[src/rtl/case_grad.sv]
// case_grad: registered atan(2^-i) lookup ROM feeding the CORDIC angle
// accumulator. Output is a signed Q6.12 word (sign, 6 integer bits, 12
// fraction bits), one cycle after value/neg are sampled.
// Build option: define CASE_GRAD_RAD_EN to select the radian table;
// otherwise the table holds degrees.
module case_grad (
  input  logic        clk,
  input  logic        rst,
  input  logic [3:0]  value,
  input  logic        neg,
  output logic [18:0] result
);

  // Format is fixed; these are not meant to be overridden.
  localparam int FRAC_BITS = 12;
  localparam int ANGLE_W   = 1 + 6 + FRAC_BITS;

  logic [ANGLE_W-1:0] tbl_d;
  logic [ANGLE_W-1:0] result_d;
  logic [ANGLE_W-1:0] result_q;

`ifdef CASE_GRAD_RAD_EN
  // Radian table: atan(2^-i) * 4096, round-to-nearest, ties up.
  always_comb begin
    tbl_d = '0;
    case (value)
      4'd0:  tbl_d = 19'd3217;
      4'd1:  tbl_d = 19'd1899;
      4'd2:  tbl_d = 19'd1003;
      4'd3:  tbl_d = 19'd509;
      4'd4:  tbl_d = 19'd256;
      4'd5:  tbl_d = 19'd128;
      4'd6:  tbl_d = 19'd64;
      4'd7:  tbl_d = 19'd32;
      4'd8:  tbl_d = 19'd16;
      4'd9:  tbl_d = 19'd8;
      4'd10: tbl_d = 19'd4;
      4'd11: tbl_d = 19'd2;
      4'd12: tbl_d = 19'd1;
      4'd13: tbl_d = 19'd1;
      4'd14: tbl_d = 19'd0;
      4'd15: tbl_d = 19'd0;
      default: tbl_d = '0;
    endcase
  end
`else
  // Degree table: atan(2^-i) in degrees * 4096, round-to-nearest, ties up.
  always_comb begin
    tbl_d = '0;
    case (value)
      4'd0:  tbl_d = 19'd184320;
      4'd1:  tbl_d = 19'd108810;
      4'd2:  tbl_d = 19'd57492;
      4'd3:  tbl_d = 19'd29184;
      4'd4:  tbl_d = 19'd14649;
      4'd5:  tbl_d = 19'd7331;
      4'd6:  tbl_d = 19'd3667;
      4'd7:  tbl_d = 19'd1833;
      4'd8:  tbl_d = 19'd917;
      4'd9:  tbl_d = 19'd458;
      4'd10: tbl_d = 19'd229;
      4'd11: tbl_d = 19'd115;
      4'd12: tbl_d = 19'd57;
      4'd13: tbl_d = 19'd29;
      4'd14: tbl_d = 19'd14;
      4'd15: tbl_d = 19'd7;
      default: tbl_d = '0;
    endcase
  end
`endif

  // Signed step: 19-bit two's complement; a zero entry stays zero.
  always_comb begin
    result_d = neg ? (~tbl_d + 19'd1) : tbl_d;
  end

  // Single output register; reset wins over everything.
  always_ff @(posedge clk) begin
    if (rst) result_q <= '0;
    else     result_q <= result_d;
  end

  assign result = result_q;

endmodule

[config.mk]
export PLATFORM = sky130hd
export DESIGN_NAME = case_grad
export DESIGN_NICKNAME = d
export VERILOG_FILES = /design/src/rtl/case_grad.sv
export SDC_FILE = /design/constraint.sdc
export NUM_CORES = 1
export LEC_CHECK = 0
export BUFFER_PORTS_ARGS = -buffer_cell sky130_fd_sc_hd__buf_2
export CORE_ASPECT_RATIO = 0.6
export CORE_MARGIN = 4
export CORE_UTILIZATION = 50
export DETAILED_ROUTE_END_ITERATION = 8
export PLACE_DENSITY = 0.79
export SETUP_SLACK_MARGIN = 0.15
export SLEW_MARGIN = 20
export SYNTH_ARGS = -nofsm -noshare
export SYNTH_HDL_FRONTEND = slang
export SYNTH_SLANG_ARGS = --single-unit
[constraint.sdc]
create_clock -name clk -period 6.4 [get_ports clk]
set_input_delay 0.64 -clock clk [delete_from_list [all_inputs] [get_ports clk]]
set_output_delay 0.64 -clock clk [all_outputs]
set_load 0.005 [all_outputs]
# Yosys cells after proc, flatten, opt, wreduce, memory -nomap -nowiden
# Memory sizes are Yosys's and may differ from the RTL's.
# Cells that the tools add are included.
[totals] out_inout_bits=19 romBits=288 word_cells=5 register_bits=19 mem_count=1
[classes] bitwise_logic=1 mux=1 add_sub_neg=1
[mem_list] name="(no name shown)" words=16 width=18 read_ports=1 rd_ports_with_merged_regs=0 write_ports=0 line_no="50" rtl="case (value)"
[ops] cell="$add A19 B1 Y19 const B" count=1
[ops] cell="$mux W19" count=1
[ops] cell="$not A19 Y19" count=1

# Depth between registers and ports, before layout
# An unclocked memory read counts as a cell.
[depth] depth_word=4 mapped_depth=11 mapped_depth_nobuf=10

# Worst setup path after synthesis
# No wires, ideal clock.
[synth_timing] path_type="input to register" startpoint="in value[0]" endpoint="reg result_q[12] (netlist: result[12])" path_slack_ns=3.630 arrival_ns=2.643 path_stages=10 setup_ns=0.128 cell_sequence="inv_1 ha_1 mux4_1 inv_1 ha_1 o211a_1 o21ai_1 o41ai_1 xor2_1 nor2_1"
[synth_between] elab_chain_len=4
[synth_rtl] item="from (decl)" line_no="9" rtl="input logic [3:0] value,"
[synth_rtl] item="$mem_v2 Z16 W18 (*)"
[synth_rtl] item="$not A19 Y19" line_no="74" rtl="result_d = neg ? (~tbl_d + 19'd1) : tbl_d;"
[synth_rtl] item="$add A19 B1 Y19" line_no="74"
[synth_rtl] item="$mux W19 (*)" line_no="74"
[synth_rtl] item="to (signal assigned)" line_no="80" rtl="else result_q <= result_d;"
[synth_rtl] item="to (decl)" line_no="20" rtl="logic [ANGLE_W-1:0] result_q;"
# Every way passes the cells marked *; elsewhere a longest branch is shown, timed or not.
# A chain may end at the register's enable or synchronous reset.

# Worst setup path after layout
[layout_timing] startpoint="in value[1]" endpoint="reg result_q[12] (netlist: result[12])"
# Same word-level chain as after synthesis.

==> flow_summary.ini <==
[outcome]
status = completed

[layout]
layout-drive-gt1-share = 0.216
syn_to_final_growth_pct = 11.4
fin_nets = 201
antenna_cells = 0
multi_input_area_sq_um = 910
utilization = 0.597
nFillCells = 234
largest_reg_flops = 19
seq_area_sq_um = 380

[logic_synthesis]
synth_top_area_share = 0.277
syn-num-nets = 180
yosys_warnings = 0
synth_most_common_cell = nor2_1
yosys-top-cells-area = dfxtp_1, ha_1, nor2_1
synth.avg_cell_area_sq_um = 8.31
synthArstFlopShare = 0
synth-seq-area-share = 0.277
yosysTopAreaCell = dfxtp_1
ys_types = 47
ys_seq_elements = 19
synth_cells = 165
ys_top_cells_by_count = nor2_1, dfxtp_1, nand2_1
synth_edf_count = 0
synth_area_sq_mm = 0.00137
synth_ff_type = dfxtp_1

[placed_design]
hpwl_um = 2330
gp_congestion = 0.898
numPortBuffers = 25

[clocking]
cts_tree = done
cts_buffers = 3
postCtsSetupBuffers = 0
clock-sinks = 19
clk_pin_slew_ps = 70
clockBufferDepth = 2
h-tree-depth = 1
cts-hold-fix-buffers = 0
root_buffer = clkbuf_8
cts_resized = 0

[worst_setup_path]
path_class = input port to flop
startpoint_type = input port
required_ps = 6530
cp_cell_sequence = buf_2 -> inv_1 -> ha_1 -> mux4_1 -> inv_1 -> ha_1 -> o211a_1 -> o21ai_1 -> o41ai_1 -> xor2_1 -> nor2_1
max_stage_delay_ps = 520
crit_fanout = 10
cp-end-kind = flop
cp_slowest_cell = mux4_1
critical_path_arrival_ps = 3130

[floorplan]
initial_utilization = 0.536
core_sq_mm = 0.00256
core.rowCount = 14
die-area_sq_mm = 0.00367
die_x_um = 75.6
io_pins = 26
die_h_um = 48.6

[drt]
dr.max_layer_used = met4
num_vias = 1211
met3_length_um = 226
drtAntennaViolNets = 0
wl_per_cell_um = 14.4
drt_pass1_iterations = 4
drt_wl_total_um = 3130
drtIter0Drc = 89
drc_errors = 0
viasPerCell = 5.58
dr_wl_met2_um = 1330
wl_met1_um = 1540

[sta]
finalHoldViolCount = 0
tightest_slew_ps = 513
maxSlewViolCount = 0
setup_violations = 0
rsz0062_at_grt = false
min_period_ps = 2990
max_freq_mhz = 334
period_share = 0.468
setup_tns_ps = 0
maxSlewHeadroom = 0.656

[global_routing]
grt_pass1_wl_um = 5180
grt_pass1_vias = 1071
grt_usage = 0.178
grt_max_degree = 26
grt_antenna_before_repair = 0
grt.overflow.total = 0

[job]
maxCapViolCount = 0

[power_and_ir_drop]
ir_worst_vdd_uv = 105
powerDensity_mw_per_mm2 = 196
p_leak_nw = 0.717
finalPower_mw = 0.300

[hold_path]
min_path_type = input port to flop
[worst max-delay path: cells and delay by family]
family | cells | cell delay (ps)
AO/OA/AOI/OAI | 3 | 790
XOR/XNOR | 1 | 180
adder cells (fa/ha/maj) | 2 | 500
buffers and inverters | 3 | 440
multiplexers | 1 | 520
AND/OR/NAND/NOR | 1 | 50
[cell families (layout without fill, tap and decap cells)]
logic type	count (synthesis)	count (layout)	share of synthesized area
fa+ha+maj	8	8	0.0730
simple gates	68	68	0.266
compound gates	35	35	0.182
xor+xnor	14	14	0.0894
flops	19	19	0.277
buf+inv	16	36	0.0593
mux	5	5	0.0520
[power breakdown]
part           leakage, nW  internal, mW  total (mW)  switching, mW
Sequential           0.158         0.129       0.132        0.00228
Combinational        0.533        0.0357      0.0879         0.0522
Clock               0.0255        0.0432      0.0804         0.0372
[area by class of cell]
class / count / area share
clock inverters: 1 / 0.00328
well taps: 32 / 0.0262
inverters: 7 / 0.0172
repair buffers: 25 / 0.0819
flip-flops and latches: 19 / 0.249
clock buffers: 3 / 0.0270
multi-input cells: 130 / 0.595
[path summary, 6_finish.rpt]
kind                  from  cells past startpoint                    end
setup / recovery  value[1]                     11  result[12]$_SDFF_PP0_
hold / removal         rst                      2   result[6]$_SDFF_PP0_
[cell usage in the layout (no fill, tap or decap), types with 3 or more instances in the layout]
| master | netlist | layout |
|---|---|---|
| nor3_1 | 5 | 5 |
| o21ai_1 | 3 | 3 |
| buf_2 | 2 | 25 |
| clkbuf_8 | 0 | 3 |
| dfxtp_1 | 19 | 19 |
| or2_2 | 3 | 3 |
| o21ai_0 | 5 | 5 |
| nand2_1 | 14 | 14 |
| nor2_1 | 26 | 26 |
| nor2b_1 | 4 | 4 |
| ha_1 | 8 | 8 |
| inv_1 | 7 | 7 |
| mux2i_1 | 3 | 3 |
| o41ai_1 | 5 | 5 |
| xor2_1 | 11 | 11 |
| a21oi_1 | 7 | 7 |
| xnor2_1 | 3 | 3 |
[layer usage]
layer | vias up | GRT usage
li1 | 615 | -
met5 | - | 0
met1 | 545 | 0.268
met4 | 0 | 0.0349
met3 | 6 | 0.0517
met2 | 45 | 0.248
[stage by stage]
step / instance area [sq um] / worst slack (ps) / std cells / hold WS, ps
floorplan: 1370 / 3630 / 165 / 794
global placement: 1480 / 3310 / 213 / 1020
detailed placement: 1480 / 3200 / 213 / 1020
CTS: 1530 / 3460 / 217 / 756
global route: 1530 / 3240 / 217 / 784
finish: 1530 / 3410 / 217 / 755
(Power assumes the default switching activity.)
